## src/rtl/alt_eyemon_sweep_ctrl.sv

```systemverilog
`default_nettype none
// ============================================================================
// Module      : alt_eyemon_sweep_ctrl
// Description : Eye-monitor phase sweep sequencer: CRAM phase write, settle,
//               error-count dwell and per-step (phase, errcnt) result handshake.
// Revision    : 1.0 - initial release
// ============================================================================
module alt_eyemon_sweep_ctrl #(
  parameter int DWELL_W  = 16,
  parameter int ERRCNT_W = 16,
  parameter int SETTLE   = 4
) (
  input  logic                i_clk,
  input  logic                i_rst_n,
  input  logic                i_start,
  input  logic                i_abort,
  input  logic [5:0]          i_first_phase,
  input  logic [5:0]          i_last_phase,
  input  logic [DWELL_W-1:0]  i_dwell,
  input  logic                i_err,
  output logic                o_cram_wr,
  output logic [5:0]          o_cram_data,
  input  logic                i_cram_ack,
  output logic                o_res_valid,
  output logic [5:0]          o_res_phase,
  output logic [ERRCNT_W-1:0] o_res_errcnt,
  input  logic                i_res_ready,
  output logic                o_busy,
  output logic                o_done
);

  localparam int SET_W = (SETTLE > 1) ? $clog2(SETTLE) : 1;

  localparam logic [2:0] S_IDLE   = 3'd0;
  localparam logic [2:0] S_WRITE  = 3'd1;
  localparam logic [2:0] S_SETTLE = 3'd2;
  localparam logic [2:0] S_DWELL  = 3'd3;
  localparam logic [2:0] S_REPORT = 3'd4;
  localparam logic [2:0] S_DONE   = 3'd5;

  logic [2:0]          r_state;
  logic [5:0]          r_cur;
  logic [5:0]          r_last;
  logic [DWELL_W-1:0]  r_dwell_end;
  logic [DWELL_W-1:0]  r_dwell_cnt;
  logic [SET_W-1:0]    r_settle_cnt;
  logic [ERRCNT_W-1:0] r_errcnt;

  // User-linear phase index to hardware CRAM code, one quadrant per 16 steps.
  function automatic logic [5:0] phase_to_code(input logic [5:0] u);
    case (u[5:4])
      2'b00:   phase_to_code = 6'd63 - u;
      2'b01:   phase_to_code = u;
      2'b10:   phase_to_code = 6'd47 - u;
      default: phase_to_code = u - 6'd16;
    endcase
  endfunction

  always_ff @(posedge i_clk) begin
    if (!i_rst_n) begin
      r_state      <= S_IDLE;
      r_cur        <= '0;
      r_last       <= '0;
      r_dwell_end  <= '0;
      r_dwell_cnt  <= '0;
      r_settle_cnt <= '0;
      r_errcnt     <= '0;
    end else if (i_abort && (r_state != S_IDLE)) begin
      r_state <= S_IDLE;
    end else begin
      case (r_state)
        S_IDLE: begin
          if (i_start && !i_abort) begin
            r_cur       <= i_first_phase;
            r_last      <= i_last_phase;
            // A zero dwell still gives a one-cycle window.
            r_dwell_end <= (i_dwell == '0) ? '0 : (i_dwell - DWELL_W'(1));
            r_state     <= S_WRITE;
          end
        end
        S_WRITE: begin
          if (i_cram_ack) begin
            r_settle_cnt <= '0;
            r_errcnt     <= '0;
            r_state      <= S_SETTLE;
          end
        end
        S_SETTLE: begin
          if (r_settle_cnt == SET_W'(SETTLE - 1)) begin
            r_dwell_cnt <= '0;
            r_state     <= S_DWELL;
          end else begin
            r_settle_cnt <= r_settle_cnt + SET_W'(1);
          end
        end
        S_DWELL: begin
          if (i_err && (r_errcnt != '1)) begin
            r_errcnt <= r_errcnt + ERRCNT_W'(1);
          end
          if (r_dwell_cnt == r_dwell_end) begin
            r_state <= S_REPORT;
          end else begin
            r_dwell_cnt <= r_dwell_cnt + DWELL_W'(1);
          end
        end
        S_REPORT: begin
          if (i_res_ready) begin
            if (r_cur == r_last) begin
              r_state <= S_DONE;
            end else begin
              r_cur   <= r_cur + 6'd1;
              r_state <= S_WRITE;
            end
          end
        end
        S_DONE:  r_state <= S_IDLE;
        default: r_state <= S_IDLE;
      endcase
    end
  end

  // Outputs are gated by state so that reset and abort leave every output at 0.
  assign o_cram_wr    = (r_state == S_WRITE);
  assign o_cram_data  = (r_state == S_WRITE) ? phase_to_code(r_cur) : 6'd0;
  assign o_res_valid  = (r_state == S_REPORT);
  assign o_res_phase  = (r_state == S_REPORT) ? r_cur : 6'd0;
  assign o_res_errcnt = (r_state == S_REPORT) ? r_errcnt : '0;
  assign o_busy       = (r_state != S_IDLE);
  assign o_done       = (r_state == S_DONE);

endmodule
`default_nettype wire

```

## config.mk

```make
export PLATFORM = sky130hd
export DESIGN_NAME = alt_eyemon_sweep_ctrl
export DESIGN_NICKNAME = d
export VERILOG_FILES = /design/src/rtl/alt_eyemon_sweep_ctrl.sv
export SDC_FILE = /design/constraint.sdc
export NUM_CORES = 1
export LEC_CHECK = 0
export ABC_AREA = 1
export CORE_UTILIZATION = 40
export CTS_BUF_LIST = sky130_fd_sc_hd__clkbuf_16
export DETAILED_ROUTE_END_ITERATION = 10
export GPL_ROUTABILITY_DRIVEN = 0
export PLACE_DENSITY_LB_ADDON = 0.08
export SLEW_MARGIN = 20
export SYNTH_ARGS = -nofsm -noshare
export SYNTH_HDL_FRONTEND = slang
export SYNTH_SLANG_ARGS = --single-unit
```

## constraint.sdc

```tcl
create_clock -name i_clk -period 1.8 [get_ports i_clk]
set_input_delay 0.36 -clock i_clk [delete_from_list [all_inputs] [get_ports i_clk]]
set_output_delay 0.36 -clock i_clk [all_outputs]
set_load 0.005 [all_outputs]
```

==> run_results.csv <==
group,metric,value,unit
run_status,run_status,"complete, but fails checks",
run_status,violations,"setup timing",
yosys,netlist_area,0.00447,mm2
final_layout,final_cell_mix,"182 x nand2_1, 108 x nor2_1, 80 x buf_4",
place,place.port_buffers,66,
floorplan,dieHeight,108,um
grt,grt_pass1_wl,20300,um
grt,met1_usage,26.6,%
timing,fmax,552,MHz
clock_network,htree_levels,3,
yosys,async_flop_share,0,%
timing,drv_slew,0,
detailed_routing,wl_per_cell,12.3,um
yosys,syn_inst,723,
clock_network,cts.sink_count,65,
grt,busiest_layer,"met2",
hold_path,hp-class,"reg -> reg",
timing,final-hold-violation-count,0,
grt,grt_usage,21.7,%
final_layout,drive_gt1_share,24.1,%
yosys,ys_seq_area_share,29.1,%
final_layout,final_nets,919,
clock_network,clock_path_buffers,2,
grt,use_met3,3.87,%
final_layout,antennaDiodeCount,0,
worst_setup_path,ff2ff_path_depth,12,
yosys,avgSynthCellArea,6.18,um2
power_and_ir_drop,p_leak,2.87,nW
place,place.detailed.hpwl,9000,um
timing,fin_crit,1810,ps
detailed_routing,drc,0,
power_and_ir_drop,ir_worst_vdd,792,uV
timing,whs,474,ps
floorplan,fp.coreArea,0.0108,mm2
floorplan,die_w,108,um
timing,finalWorstSetupSlack,-12.9,ps
worst_setup_path,end_kind,"flip-flop",
yosys,ys_seq_elements,65,
floorplan,die_area,0.0116,mm2
grt,grt-ovfl-total,0,
detailed_routing,vias_per_cell,4.85,
clock_network,cts_inserted_buffers,9,
grt,antenna_found_initial,0,
grt,first_global_vias,4584,
detailed_routing,firstDrtPassIters,4,
final_layout,fin_cells,1019,
yosys,synth_edf_count,0,
timing,slew-limit-headroom,73.9,%
clock_network,clock_latency,330,ps
timing,fin_crit_sh,101,%
grt,grt_max_degree,36,
clock_network,hold_buffers,0,
place,placed_cells,982,
grt,grt_util_met2,38.6,%
floorplan,rows,38,
yosys,ys_types,46,
yosys,postSynthNetCount,768,
detailed_routing,antenna_left,0,
worst_setup_path,critPathArrivalTime,2070,ps
worst_setup_path,start_kind,"flip-flop",
run,cap_violations,0,
timing,setup_tns,-12.9,ps
worst_setup_path,path_max_fanout,6,
clock_network,cts_tree,"built",
final_layout,area_growth,43.8,%
power_and_ir_drop,p_per_area,1170,mW/mm2
clock_network,cts.clk_slew.worst_paths,60,ps
hold_path,min_path_cells,2,
worst_setup_path,cp.required,2060,ps
detailed_routing,wl,12500,um
worst_setup_path,path_class,"reg -> reg",
detailed_routing,vias,4938,
floorplan,io_pins,67,
final_layout,layout.cells.most_common,"nand2_1",
timing,finClkSkew,6.18,ps
timing,max_slew.worst_pin.slew,391,ps
detailed_routing,drt_iter0_drc,217,
yosys,synth_flop_cell,"dfxtp_1",
floorplan,start_util,41.2,%
yosys,synth_warnings,0,
timing,rsz0062_at_grt,"yes",
clock_network,root_buffer,"clkbuf_16",
timing,finalSetupViolCount,1,
## final cells by class
class,count,area (um2)
clock buffers,9,225
clock inverters,7,53.8
fillers,1082,4420
inverters,97,389
multi-input cells,539,2860
flip-flops and latches,65,1320
well taps,140,175
repair buffers,160,1370
repair inverters,2,23.8
## final timing paths
kind,startpoint,endpoint,slack (ps)
worst min register to register,r_settle_cnt[1]$_SDFFE_PN0P_,r_settle_cnt[1]$_SDFFE_PN0P_,470
worst max register to register,r_state[0]$_SDFFE_PP0P_,r_errcnt[3]$_SDFFE_PN0P_,-10
worst min-delay path,r_settle_cnt[1]$_SDFFE_PN0P_,r_settle_cnt[1]$_SDFFE_PN0P_,470
worst max-delay path,r_state[0]$_SDFFE_PP0P_,r_errcnt[3]$_SDFFE_PN0P_,-10
## cells by family (layout without fill, tap and decap cells)
| kind of cell | after synthesis | after routing | share of synthesized area (%) |
|---|---|---|---|
| xor gates and xnor gates | 22 | 22 | 4.32 |
| AOI/OAI and AO/OA | 104 | 104 | 12.7 |
| DFF | 65 | 65 | 29.1 |
| adders and majority gates | 10 | 10 | 2.80 |
| and+or+nand+nor | 402 | 402 | 39.9 |
| buffers and inverters | 119 | 275 | 10.9 |
| muxes | 1 | 1 | 0.224 |
## metrics by stage
stage	cell area, um2	setup slack (ps)	power (mW)	utilization, %
2_1_floorplan	4470	186	3.93	-
3_3_place_gp	5770	-254	5.15	53.2
3_5_place_dp	5770	-327	5.20	53.2
4_1_cts	6100	-238	7.01	56.3
5_1_grt	6420	-92.1	8.08	59.2
6_report	6420	-12.9	7.54	59.2
## sequential cells by signal, summed over array words and instances, names as in the netlist
| signal | count |
|---|---|
| r_dwell_cnt | 16 |
| r_dwell_end | 16 |
| r_errcnt | 16 |
| r_cur | 6 |
| r_last | 6 |
| r_state | 3 |
| r_settle_cnt | 2 |
## where the power goes
group / switching, mW / internal [mW] / leakage (nW)
Clock: 0.617 / 1.04 / 0.144
Sequential: 0.230 / 1.70 / 0.531
Combinational: 2.15 / 1.80 / 2.19
## timing repair
| action | 4_1_cts | 5_1_grt |
|---|---|---|
| gates cloned | 0 | 2 |
| pin swaps | 3 | 11 |
| endpoints found under the setup margin | 32 | 60 |
| buffers inserted | 5 | 14 |
| resized for setup | 47 | 120 |
## cells in the mapped netlist (4+ instances only)
| master | n | share of area (%) |
|---|---|---|
| o21ai_1 | 6 | 0.67 |
| inv_2 | 14 | 1.2 |
| inv_1 | 80 | 6.7 |
| ha_1 | 10 | 2.8 |
| xor2_1 | 19 | 3.7 |
| nand4_1 | 9 | 1.3 |
| clkbuf_1 | 7 | 0.59 |
| nand2_1 | 184 | 15 |
| nand3_2 | 6 | 1.3 |
| nand3_1 | 41 | 4.6 |
| dfxtp_1 | 65 | 29 |
| nor2_1 | 118 | 9.9 |
| nand2_4 | 4 | 1.0 |
| buf_2 | 7 | 0.78 |
| nor3_1 | 18 | 2.0 |
| o21ai_0 | 24 | 2.7 |
| buf_4 | 4 | 0.67 |
| a21oi_1 | 58 | 6.5 |
## worst max-delay path, stage by stage (launching register included)
cell and delay [ps]:
dfxtp_4 360, buf_6 120, nand3_4 130, buf_6 120
buf_6 100, nor2_4 30, inv_2 90, nand2_4 60
nor2_4 120, nand2_4 100, buf_6 150, or2_1 220
a21oi_2 140
## metal layers
metal,up-vias,wire length [um]
li1,2598,-
met4,0,91
met2,69,6360
met1,2266,5670
met5,-,0
met3,5,392
No activity file was read; power rests on OpenSTA's default activity.
